File: config.mk
export PLATFORM = sky130hd
export DESIGN_NAME = ctrl_fsm_mc
export DESIGN_NICKNAME = d
export VERILOG_FILES = /design/src/rtl/ctrl_fsm_mc.sv
export SDC_FILE = /design/constraint.sdc
export NUM_CORES = 1
export LEC_CHECK = 0
export ABC_AREA = 1
export ABC_CLOCK_PERIOD_IN_PS = 1800
export CAP_MARGIN = 20
export CORE_MARGIN = 10
export CORE_UTILIZATION = 46
export DETAILED_ROUTE_END_ITERATION = 6
export GPL_ROUTABILITY_DRIVEN = 0
export PLACE_DENSITY = 0.82
export SLEW_MARGIN = 20
export SYNTH_ARGS = -nofsm -noshare
export SYNTH_HDL_FRONTEND = slang
export SYNTH_SLANG_ARGS = --single-unit
File: constraint.sdc
create_clock -name clk -period 1.8 [get_ports clk]
set_input_delay 0.36 -clock clk [delete_from_list [all_inputs] [get_ports clk]]
set_output_delay 0.36 -clock clk [all_outputs]
set_load 0.05 [all_outputs]
File: src/rtl/ctrl_fsm_mc.sv
// Multicycle control unit: handshaked fetch, opcode latch, and FETCH/DECODE/EXEC/MEM/WB/BRANCH
// sequencing that drives the datapath muxes, register file, flag register and data memory.
module ctrl_fsm_mc #(
  parameter int OPCODE_W      = 4,
  parameter int ALUCTL_W      = 2,
  parameter int MULDIV_CYCLES = 4
) (
  input  logic                clk,
  input  logic                rst_n,
  input  logic                instr_valid,
  output logic                instr_ready,
  input  logic [OPCODE_W-1:0] opcode,
  input  logic                flag_z,
  input  logic                mem_ready,
  output logic                ir_write,
  output logic                pc_write,
  output logic                pc_src,
  output logic                reg_write,
  output logic                alu_src,
  output logic                imm_src,
  output logic                ra1_src,
  output logic                ra2_src,
  output logic [ALUCTL_W-1:0] alu_control,
  output logic                flag_update,
  output logic                mem_to_reg,
  output logic                mem_read,
  output logic                mem_write,
  output logic                illegal_op,
  output logic                busy
);

  localparam int CNT_W = (MULDIV_CYCLES > 1) ? $clog2(MULDIV_CYCLES) : 1;

  typedef enum logic [2:0] {
    ST_FETCH  = 3'd0,
    ST_DECODE = 3'd1,
    ST_EXEC   = 3'd2,
    ST_MEM    = 3'd3,
    ST_WB     = 3'd4,
    ST_BRANCH = 3'd5
  } state_t;

  state_t              state_r;
  state_t              next_state_s;
  logic [OPCODE_W-1:0] op_r;
  logic [CNT_W-1:0]    cnt_r;

  logic [3:0] op_lo_s;
  logic       muldiv_s;
  logic       last_exec_s;
  logic [1:0] dec_ctl_s;
  logic       dec_alu_src_s;
  logic       dec_imm_src_s;
  logic       dec_ra1_src_s;
  logic       dec_ra2_src_s;

  // Defined opcodes are 0000-1000 and 1111 with every bit above [3:0] clear.
  function automatic logic op_legal(input logic [OPCODE_W-1:0] op);
    logic upper_zero;
    upper_zero = ((op >> 32'd4) == {OPCODE_W{1'b0}});
    op_legal   = upper_zero && ((op[3:0] <= 4'd8) || (op[3:0] == 4'hF));
  endfunction

  assign op_lo_s     = op_r[3:0];
  assign muldiv_s    = (op_lo_s[3:2] == 2'b00);
  assign last_exec_s = !muldiv_s || (cnt_r == {CNT_W{1'b0}});

  // State register.
  always_ff @(posedge clk or negedge rst_n) begin
    if (!rst_n) begin
      state_r <= ST_FETCH;
    end else begin
      state_r <= next_state_s;
    end
  end

  // Opcode latch on an accepted fetch.
  always_ff @(posedge clk or negedge rst_n) begin
    if (!rst_n) begin
      op_r <= {OPCODE_W{1'b0}};
    end else if ((state_r == ST_FETCH) && instr_valid) begin
      op_r <= opcode;
    end else begin
      op_r <= op_r;
    end
  end

  // Execute-cycle counter: loaded in DECODE, counts down only for mul/div.
  always_ff @(posedge clk or negedge rst_n) begin
    if (!rst_n) begin
      cnt_r <= {CNT_W{1'b0}};
    end else if ((state_r == ST_DECODE) && op_legal(op_r)) begin
      cnt_r <= CNT_W'(MULDIV_CYCLES - 1);
    end else if ((state_r == ST_EXEC) && muldiv_s && (cnt_r != {CNT_W{1'b0}})) begin
      cnt_r <= cnt_r - CNT_W'(1);
    end else begin
      cnt_r <= cnt_r;
    end
  end

  // Per-opcode ALU and operand-mux settings, shared by EXEC and MEM.
  always_comb begin
    dec_ctl_s     = 2'b00;
    dec_alu_src_s = 1'b0;
    dec_imm_src_s = 1'b0;
    dec_ra1_src_s = 1'b0;
    dec_ra2_src_s = 1'b0;
    case (op_lo_s)
      4'h0, 4'h1: begin
        dec_ctl_s     = 2'b01;
        dec_alu_src_s = op_lo_s[0];
      end
      4'h2, 4'h3: begin
        dec_ctl_s     = 2'b10;
        dec_alu_src_s = op_lo_s[0];
      end
      4'h5: begin
        dec_alu_src_s = 1'b1;
        dec_imm_src_s = 1'b1;
      end
      4'h6: begin
        dec_alu_src_s = 1'b1;
        dec_imm_src_s = 1'b1;
        dec_ra2_src_s = 1'b1;
      end
      4'h7: begin
        dec_alu_src_s = 1'b1;
        dec_ra1_src_s = 1'b1;
        dec_ra2_src_s = 1'b1;
      end
      4'h8: begin
        dec_ctl_s = 2'b11;
      end
      4'hF: begin
        dec_alu_src_s = 1'b1;
      end
      default: begin
        dec_ctl_s = 2'b00;
      end
    endcase
  end

  // Next-state and output decode; everything is held low while reset is asserted.
  always_comb begin
    next_state_s = state_r;
    instr_ready  = 1'b0;
    ir_write     = 1'b0;
    pc_write     = 1'b0;
    pc_src       = 1'b0;
    reg_write    = 1'b0;
    alu_src      = 1'b0;
    imm_src      = 1'b0;
    ra1_src      = 1'b0;
    ra2_src      = 1'b0;
    alu_control  = {ALUCTL_W{1'b0}};
    flag_update  = 1'b0;
    mem_to_reg   = 1'b0;
    mem_read     = 1'b0;
    mem_write    = 1'b0;
    illegal_op   = 1'b0;
    busy         = 1'b0;
    if (!rst_n) begin
      next_state_s = ST_FETCH;
    end else begin
      case (state_r)
        ST_FETCH: begin
          instr_ready = 1'b1;
          if (instr_valid) begin
            ir_write     = 1'b1;
            next_state_s = ST_DECODE;
          end else begin
            next_state_s = ST_FETCH;
          end
        end
        ST_DECODE: begin
          busy = 1'b1;
          if (op_legal(op_r)) begin
            next_state_s = ST_EXEC;
          end else begin
            illegal_op   = 1'b1;
            pc_write     = 1'b1;
            next_state_s = ST_FETCH;
          end
        end
        ST_EXEC: begin
          busy        = 1'b1;
          alu_control = ALUCTL_W'(dec_ctl_s);
          alu_src     = dec_alu_src_s;
          imm_src     = dec_imm_src_s;
          ra1_src     = dec_ra1_src_s;
          ra2_src     = dec_ra2_src_s;
          flag_update = last_exec_s && (op_lo_s != 4'h6) && (op_lo_s != 4'h7);
          if (!last_exec_s) begin
            next_state_s = ST_EXEC;
          end else begin
            case (op_lo_s)
              4'h5, 4'h6: next_state_s = ST_MEM;
              4'h7: begin
                pc_write     = 1'b1;
                pc_src       = 1'b1;
                next_state_s = ST_FETCH;
              end
              4'h8:    next_state_s = ST_BRANCH;
              default: next_state_s = ST_WB;
            endcase
          end
        end
        ST_MEM: begin
          busy        = 1'b1;
          alu_control = ALUCTL_W'(dec_ctl_s);
          alu_src     = dec_alu_src_s;
          imm_src     = dec_imm_src_s;
          ra1_src     = dec_ra1_src_s;
          ra2_src     = dec_ra2_src_s;
          if (op_lo_s == 4'h5) begin
            mem_read = 1'b1;
          end else begin
            mem_write = 1'b1;
          end
          if (!mem_ready) begin
            next_state_s = ST_MEM;
          end else if (op_lo_s == 4'h5) begin
            next_state_s = ST_WB;
          end else begin
            pc_write     = 1'b1;
            next_state_s = ST_FETCH;
          end
        end
        ST_BRANCH: begin
          busy         = 1'b1;
          pc_write     = 1'b1;
          pc_src       = flag_z;
          next_state_s = ST_FETCH;
        end
        ST_WB: begin
          busy         = 1'b1;
          reg_write    = 1'b1;
          pc_write     = 1'b1;
          mem_to_reg   = (op_lo_s != 4'h5);
          next_state_s = ST_FETCH;
        end
        default: begin
          next_state_s = ST_FETCH;
        end
      endcase
    end
  end

endmodule

==> results_dict.tcl, run 1 <==
set metrics [dict create \
    num_rows 14 \
    status "did not finish" \
    yosysUniqueCellTypes 21 \
    post_cts_buffers 18 \
    avgSynthCellArea_um2 6.24 \
    cts_root_buf "clkbuf_4" \
    cts_buffers 3 \
    synth_edf_count 0 \
    firstError "[ERROR DPL-0038] Utilization greater than 100%, impossible to legalize" \
    yosys_register_bits 9 \
    cts_max_level 1 \
    syn-num-nets 123 \
    stop_stage "clock tree synthesis (4_1_cts)" \
    ctsLongestPathBuffers 2 \
    die_h_um 59.2 \
    clock-sinks 9 \
    start_util_pct 48.0 \
    seq_area_frac_synth_pct 31.9 \
    synthFlopType "dfrtp_1" \
    synth_top_area_cell "dfrtp_1" \
    dp_cells 161 \
    pre_cts_ws_ns -0.234 \
    synthTopCellsByArea "dfrtp_1 32%, nand2_1 14%, nor2_1 10%, inv_1 6.4%, nand3_1 5.7%" \
    async_flop_share_pct 100 \
    io_buffers 25 \
    cts-hold-fix-buffers 0 \
    synthesis.area_um2 706 \
    ios 26 \
    cts-resized-gates 43 \
    die_x_um 59.2 \
    netlist_instances 113 \
    place_hpwl_mm 2.01 \
    synth_top_area_share_pct 31.9 \
    yosysWarnings 0 \
]
-- cells in the mapped netlist, types with 2 or more instances --
cell type and n:
nor2_2 2, o21ai_0 5, nand2_2 2, nor4_1 2, nor2_1 19, nor3_1 5, a21oi_1 5, nand3_1 8
nand2_1 26, dfrtp_1 9, inv_1 12, inv_2 9
-- logic make-up after synthesis --
kind of cell	after synthesis	share of synthesized area (%)
muxes	1	1.60
and+or+nand+nor	68	43.3
xor gates and xnor gates	1	1.24
AOI/OAI and AO/OA	12	9.04
DFF	9	31.9
adders and majority gates	1	1.77
buffers and inverters	21	11.2
-- per-stage QoR --
step	cell area [µm²]	hold WS (ns)	setup TNS, ns
detailed placement	1240	0.517	-2.44
global placement	1240	0.499	-1.62
floorplan	751	0.0644	-0.328
==> inputs of run 2 (changes only) <==
--- a/config.mk
+++ b/config.mk
@@ -8,11 +8,11 @@
 export ABC_AREA = 1
 export ABC_CLOCK_PERIOD_IN_PS = 1800
 export CAP_MARGIN = 20
-export CORE_MARGIN = 10
-export CORE_UTILIZATION = 46
+export CORE_AREA = 10 10 71 73
 export DETAILED_ROUTE_END_ITERATION = 6
+export DIE_AREA = 0 0 81 83
 export GPL_ROUTABILITY_DRIVEN = 0
-export PLACE_DENSITY = 0.82
+export PLACE_DENSITY_LB_ADDON = 0.15
 export SLEW_MARGIN = 20
 export SYNTH_ARGS = -nofsm -noshare
 export SYNTH_HDL_FRONTEND = slang
==> results_dict.tcl, run 2 <==
set metrics [dict create \
    status "finished, violations left" \
    violations "negative setup slack" \
    area_growth_pct 140 \
    drive_above_1_share_pct 60.2 \
    powerDensity_nw_per_um2 711 \
    critPathSlowestCell "dfrtp_2" \
    start_kind "flop" \
    critPathBufInv 3 \
    slew_headroom_pct 80.2 \
    yosysMostFrequentCell "nand2_1" \
    arrival_ns 1.50 \
    synthesis.area_um2 706 \
    antenna_found_initial 0 \
    yosysUniqueCellTypes 21 \
    crit_family "flip-flops" \
    yosys_register_bits 9 \
    num_rows 22 \
    antenna_cells 0 \
    seq_area_frac_synth_pct 31.9 \
    max_cap_viol_count 0 \
    clock-sinks 9 \
    drt_drc_violations_left 0 \
    grt_util_all_layers_pct 8.57 \
    cp_slowest_stage_delay_ns 0.47 \
    ant_nets 0 \
    cts_buffers 3 \
    firstDrtPassIters 4 \
    wl_per_cell_um 13.5 \
    dieArea_um2 6720 \
    syn-num-nets 123 \
    viasPerCell 4.42 \
    ctsLongestPathBuffers 2 \
    p_comb_share_pct 54.8 \
    synthTopCellsByArea "dfrtp_1 32%, nand2_1 14%, nor2_1 10%, inv_1 6.4%, nand3_1 5.7%" \
    cts_root_buf "clkbuf_8" \
    wirelength_mm 2.97 \
    async_flop_share_pct 100 \
    fmax_mhz 538 \
    clkPwrFrac_pct 19.6 \
    core-area_um2 3630 \
    finalHoldViolCount 0 \
    swShare_pct 42.7 \
    largest_reg_flops 4 \
    netlist_instances 113 \
    crit_path_end_kind "output pin" \
    die_h_um 83 \
    ir_drop_mv 0.636 \
    worst_slew_pin_slew_ns 0.295 \
    cp_max_fo 6 \
    crit_type "reg -> out" \
    cts-hold-fix-buffers 0 \
    ios 26 \
    path_cells "inv_2, nand4_1, buf_4, nor4_4, buf_12" \
    path_clk_slew_ns 0.05 \
    slew_viol_final 0 \
    cts_max_level 1 \
    synth_top_area_cell "dfrtp_1" \
    synthTopCellsByCount "26 x nand2_1, 19 x nor2_1, 12 x inv_1, 9 x dfrtp_1, 9 x inv_2" \
    synth_edf_count 0 \
    layout_setup_ws_ns -0.0592 \
    drt_iter0_markers 53 \
    fin_util_pct 46.7 \
    synthFlopType "dfrtp_1" \
    grt-ovfl-total 0 \
    intPower_uw 691 \
    final_common_cell "buf_4" \
    synth_top_area_share_pct 31.9 \
    setup_viol 7 \
    via_count 969 \
    start_util_pct 19.4 \
    grt_pass1_wl_mm 4.68 \
    fin_crit_ns 1.86 \
    period_share_pct 103 \
    worstPathRequired_ns 1.44 \
    seq_power_share_pct 25.6 \
    power.leakage_nw 0.754 \
    hold_class "in -> async" \
    finalNetCount 182 \
    grt_pass1_vias 971 \
    grt_max_degree 13 \
    tritoncts "yes" \
    reg2reg_slack_ns 0.09 \
    yosysWarnings 0 \
    final_cell_mix "23 x buf_4, 20 x nand2_1, 18 x buf_12, 10 x inv_2, 10 x nor2_1" \
    p_switching_uw 515 \
    grt_setup_unrepaired "yes" \
    skew_ns 0.00233 \
    io_buffers 25 \
    total_power_mw 1.21 \
    place_hpwl_mm 2.07 \
    die_x_um 81 \
    insertion_delay_ns 0.23 \
    avgSynthCellArea_um2 6.24 \
]
## run 2: layout make-up
| class | instances | area, µm² |
|---|---|---|
| Fill cell | 352 | 1940 |
| Timing Repair Buffer | 54 | 669 |
| Multi-Input combinational cell | 83 | 603 |
| Sequential cell | 9 | 234 |
| Inverter | 21 | 83.8 |
| Tap cell | 48 | 60.1 |
| Clock buffer | 3 | 41.3 |
| Clock inverter | 1 | 5.00 |
## run 2: worst paths after layout
path | from | to | depth (start not counted)
worst min-delay path | rst_n | op_lo_s[1]$_DFFE_PN0N_ | 2
max in group asynchronous | rst_n | state_r[1]$_DFF_PN0_ | 2
worst max register to register | state_r[2]$_DFF_PN0_ | state_r[1]$_DFF_PN0_ | 13
min in group clk | cnt_r[1]$_DFFE_PN0P_ | cnt_r[1]$_DFFE_PN0P_ | 2
worst max-delay path | op_lo_s[1]$_DFFE_PN0N_ | mem_read | 5
worst min register to register | cnt_r[1]$_DFFE_PN0P_ | cnt_r[1]$_DFFE_PN0P_ | 2
## run 2: cell families (layout without fill, tap and decap cells)
group	Yosys count	count (layout)	synth area share, %
multiplexers	1	1	1.60
flip-flops	9	9	31.9
XOR/XNOR	1	1	1.24
adder cells (fa/ha/maj)	1	1	1.77
AND/OR/NAND/NOR	68	68	43.3
buffers and inverters	21	79	11.2
AO/OA/AOI/OAI	12	12	9.04
## run 2: power groups by stage
| stage | Sequential, mW | Combinational [mW] | Clock, mW |
|---|---|---|---|
| finish | 0.309 | 0.662 | 0.236 |
| global route | 0.314 | 0.714 | 0.251 |
| CTS | 0.290 | 0.575 | 0.244 |
| detailed placement | 0.289 | 0.435 | 0 |
| global placement | 0.287 | 0.433 | 0 |
| floorplan | 0.280 | 0.265 | 0 |
## run 2: worst reg2reg max path, cell delays in order, from the launching register on
cell and delay [ns]:
dfrtp_2 0.42, buf_6 0.13, nor2_4 0.04, buf_4 0.12, buf_4 0.12, buf_4 0.12, buf_4 0.12, buf_4 0.12
buf_4 0.12, buf_6 0.10, inv_2 0.04, a21oi_2 0.03, nor2_1 0.09, nor2_1 0.05
## run 2: what timing repair did
item	CTS	global route
pin swaps	9	6
endpoints found under the setup margin	17	18
gates resized for setup	25	29
buffers inserted	20	3
## run 2: layer usage
metal	vias to the layer above	global-route usage (%)	part of all wire (%)
met3	6	3.56	6.7
met1	456	9.11	37
met5	-	0	0
met2	30	15.1	54
li1	477	-	-
met4	0	1.88	1.7
## run 2: per-stage QoR
step	hold slack, ns	cells	TNS, ns	worst slack [ns]	instance area (µm²)
finish	0.182	219	-0.302	-0.0592	1700
global route	0.186	219	-1.15	-0.164	1700
CTS	0.215	216	-0.150	-0.0473	1560
detailed placement	0.525	192	-2.00	-0.250	1290
global placement	0.499	192	-1.58	-0.189	1290
floorplan	0.0644	113	-0.328	-0.147	751
No activity file was read; power rests on OpenSTA's default activity.
